<file path="src/rtl/pulse_burst_gen.sv">
// Burst pulse generator: N pulses of programmable high/low width on a flop output.
// Define PULSE_ABORT_EN to add the abort input that cancels a running burst.
module pulse_burst_gen #(
    parameter int CNT_W = 4,
    parameter int WID_W = 8
) (
    input  logic             CLK,
    input  logic             reset,
    input  logic             start,
    input  logic [CNT_W-1:0] n_pulses,
    input  logic [WID_W-1:0] high_len,
    input  logic [WID_W-1:0] low_len,
    output logic             pulse_out,
    output logic             busy,
    output logic             done,
    output logic [CNT_W-1:0] remaining
`ifdef PULSE_ABORT_EN
    ,
    input  logic             abort
`endif
);

    typedef enum logic [1:0] {
        IDLE = 2'd0,
        HIGH = 2'd1,
        LOW  = 2'd2,
        DONE = 2'd3
    } state_t;

    localparam logic [WID_W-1:0] WID_ONE = WID_W'(1);
    localparam logic [CNT_W-1:0] CNT_ONE = CNT_W'(1);

    state_t           state_q, state_d;
    logic [WID_W-1:0] phase_q, phase_d;
    logic [WID_W-1:0] hlen_q, hlen_d;
    logic [WID_W-1:0] llen_q, llen_d;
    logic [CNT_W-1:0] rem_q, rem_d;
    logic             pulse_q, pulse_d;
    logic             busy_q, busy_d;
    logic             done_q, done_d;
    logic             abort_req;

`ifdef PULSE_ABORT_EN
    assign abort_req = abort;
`else
    assign abort_req = 1'b0;
`endif

    // A zero length field still yields a one-cycle phase.
    function automatic logic [WID_W-1:0] eff_len(input logic [WID_W-1:0] v);
        return (v == '0) ? WID_ONE : v;
    endfunction

    always_comb begin
        state_d = state_q;
        phase_d = phase_q;
        hlen_d  = hlen_q;
        llen_d  = llen_q;
        rem_d   = rem_q;
        unique case (state_q)
            IDLE: begin
                if (start) begin
                    if (n_pulses != '0) begin
                        hlen_d  = eff_len(high_len);
                        llen_d  = eff_len(low_len);
                        phase_d = eff_len(high_len);
                        rem_d   = n_pulses;
                        state_d = HIGH;
                    end else begin
                        state_d = DONE;
                    end
                end
            end
            HIGH: begin
                if (abort_req) begin
                    state_d = DONE;
                end else if (phase_q == WID_ONE) begin
                    rem_d = rem_q - CNT_ONE;
                    if (rem_q == CNT_ONE) begin
                        state_d = DONE;
                    end else begin
                        state_d = LOW;
                        phase_d = llen_q;
                    end
                end else begin
                    phase_d = phase_q - WID_ONE;
                end
            end
            LOW: begin
                if (abort_req) begin
                    state_d = DONE;
                end else if (phase_q == WID_ONE) begin
                    state_d = HIGH;
                    phase_d = hlen_q;
                end else begin
                    phase_d = phase_q - WID_ONE;
                end
            end
            DONE: begin
                state_d = IDLE;
            end
            default: begin
                state_d = IDLE;
            end
        endcase
        // Outputs are decoded from the next state so they come straight off flops.
        pulse_d = (state_d == HIGH);
        busy_d  = (state_d == HIGH) || (state_d == LOW);
        done_d  = (state_d == DONE);
    end

    always_ff @(posedge CLK or posedge reset) begin
        if (reset) begin
            state_q <= IDLE;
            phase_q <= '0;
            hlen_q  <= '0;
            llen_q  <= '0;
            rem_q   <= '0;
            pulse_q <= 1'b0;
            busy_q  <= 1'b0;
            done_q  <= 1'b0;
        end else begin
            state_q <= state_d;
            phase_q <= phase_d;
            hlen_q  <= hlen_d;
            llen_q  <= llen_d;
            rem_q   <= rem_d;
            pulse_q <= pulse_d;
            busy_q  <= busy_d;
            done_q  <= done_d;
        end
    end

    assign pulse_out = pulse_q;
    assign busy      = busy_q;
    assign done      = done_q;
    assign remaining = rem_q;

endmodule

</file>
<file path="config.mk">
export PLATFORM = sky130hd
export DESIGN_NAME = pulse_burst_gen
export DESIGN_NICKNAME = d
export VERILOG_FILES = /design/src/rtl/pulse_burst_gen.sv
export SDC_FILE = /design/constraint.sdc
export NUM_CORES = 1
export LEC_CHECK = 0
export ABC_AREA = 1
export BUFFER_PORTS_ARGS = -buffer_cell sky130_fd_sc_hd__buf_2
export CELL_PAD_IN_SITES_DETAIL_PLACEMENT = 0
export CELL_PAD_IN_SITES_GLOBAL_PLACEMENT = 1
export CORE_AREA = 2 2 81 83
export DETAILED_ROUTE_END_ITERATION = 8
export DIE_AREA = 0 0 83 85
export HOLD_SLACK_MARGIN = 0.08
export PLACE_DENSITY = 0.79
export SYNTH_ARGS = -nofsm -noshare
export SYNTH_HDL_FRONTEND = slang
export SYNTH_SLANG_ARGS = --single-unit
</file>
<file path="constraint.sdc">
create_clock -name CLK -period 1.7 [get_ports CLK]
set_input_delay 0 -clock CLK [delete_from_list [all_inputs] [get_ports CLK]]
set_output_delay 0 -clock CLK [all_outputs]
set_load 0.01 [all_outputs]
</file>
==> metrics.yaml, run 1 <==
global_routing:
  grt_pass1_vias: 1963
  overflow: 0
  grt_pass1_wl_mm: 8.91
  grt_use_total: 0.154
  antenna_found_initial: 0
  grt_max_degree: 34
timing:
  hold_viol: 0
  maxSlewViolCount: 0
  skew_ns: 0.00844
  finalCritPeriodShare: 0.941
  max_slew.worst_pin.slew_ns: 0.433
  finalCriticalPeriod_ns: 1.60
  fin_ws_ns: 0.0998
  setup_viol: 0
  slew_headroom: 0.712
  max_freq_ghz: 0.625
  rsz0062_at_grt: "true"
layout:
  areaGrowthSynthToFinish_pct: 37.2
  n_antenna_cell: 0
  fin_area_mm2: 0.00289
  regArea_um2: 827
  drive_above_1_share: 0.281
  multi_input_area_mm2: 0.00116
  nNetsFinal: 392
  nFillCells: 611
power:
  seqPwrFrac: 0.278
  p_comb_frac: 0.577
  p_sw_mw: 2.33
  clkPwrFrac: 0.145
  leakagePower_nw: 1.47
  vdd_drop_max_v: 0.000799
  p_total_mw: 5.32
  internal_power_mw: 2.99
  cellPowerDensity_mw_per_mm2: 1840
  switching_share: 0.438
clock_tree:
  clockBufferDepth: 2
  clk_latency_ns: 0.28
  root_buffer: "clkbuf_8"
  cts_sinks: 33
  cts_tree: "built"
  clkTransAtPathRegs_ns: 0.07
  cts_inserted_buffers: 5
  h-tree-depth: 2
logic_synthesis:
  yosysMostFrequentCell: "nand2_1"
  netlist_area_mm2: 0.00211
  synth-async-reset-ratio: 1.00
  syn-num-nets: 316
  yosysTopAreaCell: "dfrtp_1"
  synth_edf_count: 0
  syn_inst: 282
  synth_area_leaders: "dfrtp_1 (39%), nand2_1 (12%), inv_1 (6.9%), o21ai_0 (6.6%), ha_1 (6.5%)"
  synth_top_area_share: 0.392
  synthFlopType: "dfrtp_1"
  syn_area_per_cell_um2: 7.48
  synth_seq_area_share: 0.392
  synth_top_cells_by_count: "nand2_1 (66), inv_1 (39), nor2_1 (36)"
  yosys_warnings: 0
  yosysUniqueCellTypes: 29
  ys_ff_latch: 33
detailed_routing:
  wl_per_cell_um: 12.1
  wl_mm: 5.27
  drtAntennaViolNets: 0
  drcViolationCount: 0
  num_vias: 1988
  drtPass1Iterations: 4
  drt_iter0_drc: 135
  viasPerCell: 4.56
worst_setup_path:
  cpPeakStageDelay_ns: 0.40
  critPathArrivalTime_ns: 1.83
  path_cells: "inv_2 -> ha_2 -> nand2_4 -> nor3_4 -> nor2_1 -> nand2_1 -> o21ai_2 -> o21ai_2 -> ha_1 -> inv_1"
  critical_path_required_ns: 1.93
  worst-path-buf-inv: 2
  worst-path-max-fanout: 4
  cp_common_cell: "o21ai_2"
  cp_top_family: "adder cells"
  cp_slowest_cell: "dfrtp_1"
  cp-start-kind: "register"
  end_kind: "register"
  crit_type: "register to register"
placement:
  placed_area_mm2: 0.00252
  dp_hpwl_mm: 3.93
  dp_slack_ns: -0.00573
  finalWeightedCongestion: 0.793
  portBuffers: 29
floorplan:
  core_area_mm2: 0.00620
  die_w_um: 83
  start_util: 0.340
  die_y_um: 85
  io_pins: 30
  rows: 29
  die_area_mm2: 0.00706
job:
  drv_cap: 0
min_path:
  hold_class: "input pin to register"
outcome:
  status: "finished, final reports clean"
==> logic make-up (layout without fill, tap and decap cells) <==
family                     Yosys count  after routing  synth area share
and+or+nand+nor                    134            135             0.287
AOI/OAI and AO/OA                   51             51             0.136
buffers and inverters               48            124            0.0944
DFF                                 33             33             0.392
adders and majority gates           11             11            0.0653
muxes                                4              4            0.0214
xor gates and xnor gates             1              1           0.00416
==> cells in the final DEF (no fill, tap or decap), types with 2 or more instances in the layout <==
| master | n |
|---|---|
| o21ai_1 | 7 |
| buf_2 | 29 |
| nor2_4 | 4 |
| nand4_1 | 2 |
| inv_1 | 34 |
| ha_1 | 8 |
| clkbuf_8 | 6 |
| o21ai_2 | 2 |
| nor2_2 | 3 |
| nand2_2 | 3 |
| inv_2 | 6 |
| mux2_2 | 4 |
| nand3_1 | 17 |
| dfrtp_1 | 32 |
| buf_4 | 27 |
| dlygate4sd3_1 | 19 |
| a21oi_1 | 12 |
| o21a_1 | 5 |
| nor2_1 | 34 |
| a21oi_2 | 2 |
| o21ai_0 | 21 |
| nand2_1 | 62 |
| ha_2 | 2 |
| nand2_4 | 4 |
==> area by class of cell <==
cell class,count,share of cell area
multi-input cells,202,0.400
flip-flops and latches,33,0.286
repair buffers,75,0.186
inverters,41,0.0541
well taps,77,0.0333
clock buffers,7,0.0299
clock inverters,1,0.0104
==> what timing repair did <==
action | in CTS | in global routing
hold buffers | 19 | 0
pin swaps | 0 | 2
setup buffers | 0 | 2
gates cloned | 0 | 1
hold endpoints to repair | 52 | 0
endpoints found under the setup margin | 1 | 28
gates resized for setup | 1 | 21
==> routing by layer <==
metal	wire, um	share of wire	global-route usage	vias to the layer above
li1	-	-	-	1046
met1	2600	0.49	0.207	908
met2	2510	0.48	0.262	30
met3	104	0.020	0.0204	4
met4	58	0.011	0.0447	0
met5	0	0	0	-
==> sequential cells by signal, indices dropped and copies added, names as in the netlist <==
register and cells:
pulse_out 1, busy 1, done 1, llen_q 8, phase_q 8, remaining 4
hlen_q 8, state_q 2
==> per-stage QoR <==
| step | utilization | hold WS (ns) | std cells | TNS (ns) |
|---|---|---|---|---|
| after floorplan | - | 0.121 | 282 | -0.0234 |
| after global placement | 0.406 | 0.115 | 406 | 0 |
| after detailed placement | 0.406 | 0.119 | 406 | -0.00573 |
| after CTS | 0.456 | 0.0953 | 433 | 0 |
| after global routing | 0.466 | 0.182 | 436 | -0.0256 |
| final | 0.466 | 0.104 | 436 | 0 |
==> tightest hold or removal path, stage by stage <==
cell	delay, ns
buf_2	0.11
nand2_1	0.05
o21ai_0	0.07
inv_1	0.05
o21ai_0	0.07
==> worst paths after layout <==
kind | from | to | slack, ns | cells past startpoint
setup / recovery | remaining[1] | busy | 0.1 | 10
hold / removal | n_pulses[0] | remaining[0] | 0.10 | 5
setup reg to reg | remaining[1] | busy | 0.1 | 10
hold reg to reg | hlen_q[3] | hlen_q[3] | 0.48 | 1
max in group asynchronous | reset | state_q[0] | 1.03 | 4
min in group asynchronous | reset | remaining[1] | 0.35 | 4
==> power by group through the flow <==
stage	combinational, mW	sequential [mW]	clock (mW)
2_1_floorplan	1.92	1.50	0
3_5_place_dp	2.89	1.49	0
4_1_cts	2.95	1.47	0.802
5_1_grt	3.50	1.55	0.820
6_report	3.07	1.48	0.772
3_3_place_gp	2.86	1.46	0
No activity file was read; power rests on OpenSTA's default activity.
==> inputs of run 2 (changes only) <==
--- a/config.mk
+++ b/config.mk
@@ -6,7 +6,7 @@
 export NUM_CORES = 1
 export LEC_CHECK = 0
 export ABC_AREA = 1
-export BUFFER_PORTS_ARGS = -buffer_cell sky130_fd_sc_hd__buf_2
+export BUFFER_PORTS_ARGS = -buffer_cell sky130_fd_sc_hd__buf_4
 export CELL_PAD_IN_SITES_DETAIL_PLACEMENT = 0
 export CELL_PAD_IN_SITES_GLOBAL_PLACEMENT = 1
 export CORE_AREA = 2 2 81 83
==> metrics.yaml, run 2 (synthesized netlist as in run 1, its figures left out) <==
power:
  clkPwrFrac: 0.127
  seqPwrFrac: 0.282
  vdd_drop_max_v: 0.000778
  p_total_mw: 5.22
  switching_share: 0.440
  leakagePower_nw: 1.48
  cellPowerDensity_mw_per_mm2: 1770
  p_comb_frac: 0.591
  internal_power_mw: 2.92
  p_sw_mw: 2.30
worst_setup_path:
  startpoint: "remaining[1]"
  ff2ff_path_depth: 10
  path_cells: "inv_2 -> ha_2 -> nand2_4 -> nor3_4 -> nor2_1 -> nand2_1 -> o21ai_2 -> o21ai_2 -> ha_1 -> inv_1"
  cpPeakStageDelay_ns: 0.40
  r2r_end: "busy"
  crit_type: "register to register"
  cp_common_cell: "o21ai_2"
  cp-start-kind: "register"
  cp_slowest_cell: "dfrtp_1"
  endpoint: "busy"
  worst-path-max-fanout: 4
  critical_path_required_ns: 1.93
  ff2ff_setup_slack_ns: 0.10
  end_kind: "register"
  critPathArrivalTime_ns: 1.83
  reg2reg_from: "remaining[1]"
global_routing:
  grt_use_total: 0.157
  antenna_found_initial: 0
  overflow: 0
  grt_pass1_wl_mm: 8.96
  grt_max_degree: 34
  grt_pass1_vias: 1953
layout:
  reg.largest.list: "hlen_q: 8 flops, llen_q: 8 flops, phase_q: 8 flops"
  instances_no_fill: 433
  utilization: 0.474
  areaGrowthSynthToFinish_pct: 39.5
  mostFrequentLayoutCell: "nand2_1"
  drive_above_1_share: 0.264
  layout_common_cells: "nand2_1 (63), buf_4 (51), inv_1 (35), nor2_1 (35), dfrtp_1 (32)"
  nNetsFinal: 389
  n_antenna_cell: 0
job:
  drv_cap: 0
timing:
  slew_headroom: 0.712
  finalCriticalPeriod_ns: 1.60
  maxSlewViolCount: 0
  max_slew.worst_pin.slew_ns: 0.433
  rsz0062_at_grt: "true"
  setup_viol: 0
  holdWs_ns: 0.0997
  finalCritPeriodShare: 0.941
  skew_ns: 0.00651
  hold_viol: 0
  max_freq_ghz: 0.625
clock_tree:
  clkTransAtPathRegs_ns: 0.07
  clk_latency_ns: 0.29
  clockBufferDepth: 2
  root_buffer: "clkbuf_8"
  cts_tree: "built"
  cts_sinks: 33
  h-tree-depth: 2
  cts_inserted_buffers: 5
detailed_routing:
  wl_per_cell_um: 11.8
  drtPass1Iterations: 4
  drcViolationCount: 0
  wl_mm: 5.10
  viasPerCell: 4.55
  drt_iter0_drc: 99
  num_vias: 1970
  drtAntennaViolNets: 0
outcome:
  status: "finished, final reports clean"
floorplan:
  core_area_mm2: 0.00620
  start_util: 0.340
  rows: 29
  io_pins: 30
  die_area_mm2: 0.00706
  die_y_um: 85
  die_w_um: 83
placement:
  dp_hpwl_mm: 3.84
  finalWeightedCongestion: 0.807
  placedCellCount: 404
  portBuffers: 29
min_path:
  hold_class: "input pin to register"
run 2: cell types whose count changed in the layout (fill, tap and decap cells not counted), moves of 2 or more:
cell | previous run | this run
buf_2 | 29 | 0
buf_4 | 27 | 51
o21ai_0 | 21 | 24
o21ai_1 | 7 | 4
a21oi_1 | 12 | 14
a21oi_2 | 2 | 0
buf_6 | 0 | 2
run 2: what timing repair did:
action,in CTS,in global routing
gates resized for setup,2,15
pin swaps,1,2
endpoints found under the hold margin,52,0
gates cloned,0,0
hold buffers,19,0
buffers inserted,0,2
endpoints found under the setup margin,2,27
run 2: how the worst min path moves through the flow:
| stage | end | depth (start not counted) | start |
|---|---|---|---|
| 2_1_floorplan | hlen_q[5] | 2 | high_len[5] |
| 3_3_place_gp | llen_q[6] | 3 | reset |
| 3_5_place_dp | llen_q[6] | 3 | reset |
| 4_1_cts | remaining[3] | 5 | n_pulses[3] |
| 5_1_grt | remaining[3] | 5 | n_pulses[3] |
| 6_report | remaining[3] | 5 | n_pulses[3] |
run 2: power by group through the flow:
stage,logic [mW],registers [mW],clock network [mW]
3_5_place_dp,2.96,1.47,0
5_1_grt,3.53,1.52,0.725
6_report,3.08,1.47,0.664
2_1_floorplan,1.92,1.50,0
4_1_cts,3.02,1.46,0.685
3_3_place_gp,2.94,1.46,0
run 2: final cells by class:
cell class,instances,area [um^2]
fillers,614,3260
clock inverters,1,5.00
well taps,77,96.3
repair buffers,73,616
flip-flops and latches,33,827
clock buffers,7,96.3
inverters,41,156
multi-input cells,201,1140
run 2: critical path, delay by kind of cell, from the launching register on:
family | cells | cell delay (ns)
buf+inv | 2 | 0.14
fa+ha+maj | 2 | 0.44
compound gates | 2 | 0.22
flops | 1 | 0.40
simple gates | 4 | 0.35
run 2: through the flow:
| stage | setup slack, ns | TNS, ns | area, um^2 |
|---|---|---|---|
| 6_report | 0.100 | 0 | 2940 |
| 5_1_grt | -0.0118 | -0.0118 | 2940 |
| 4_1_cts | 0.00811 | 0 | 2870 |
| 3_5_place_dp | -0.0236 | -0.0236 | 2580 |
| 3_3_place_gp | 0.0387 | 0 | 2580 |
| 2_1_floorplan | -0.0234 | -0.0234 | 2140 |
run 2: layer usage:
layer	routed length [um]	part of all wire	vias up	track usage
met4	85	0.017	0	0.0596
met3	139	0.027	7	0.0292
met1	2460	0.48	883	0.205
met5	0	0	-	0
li1	-	-	1048	-
met2	2420	0.47	32	0.260
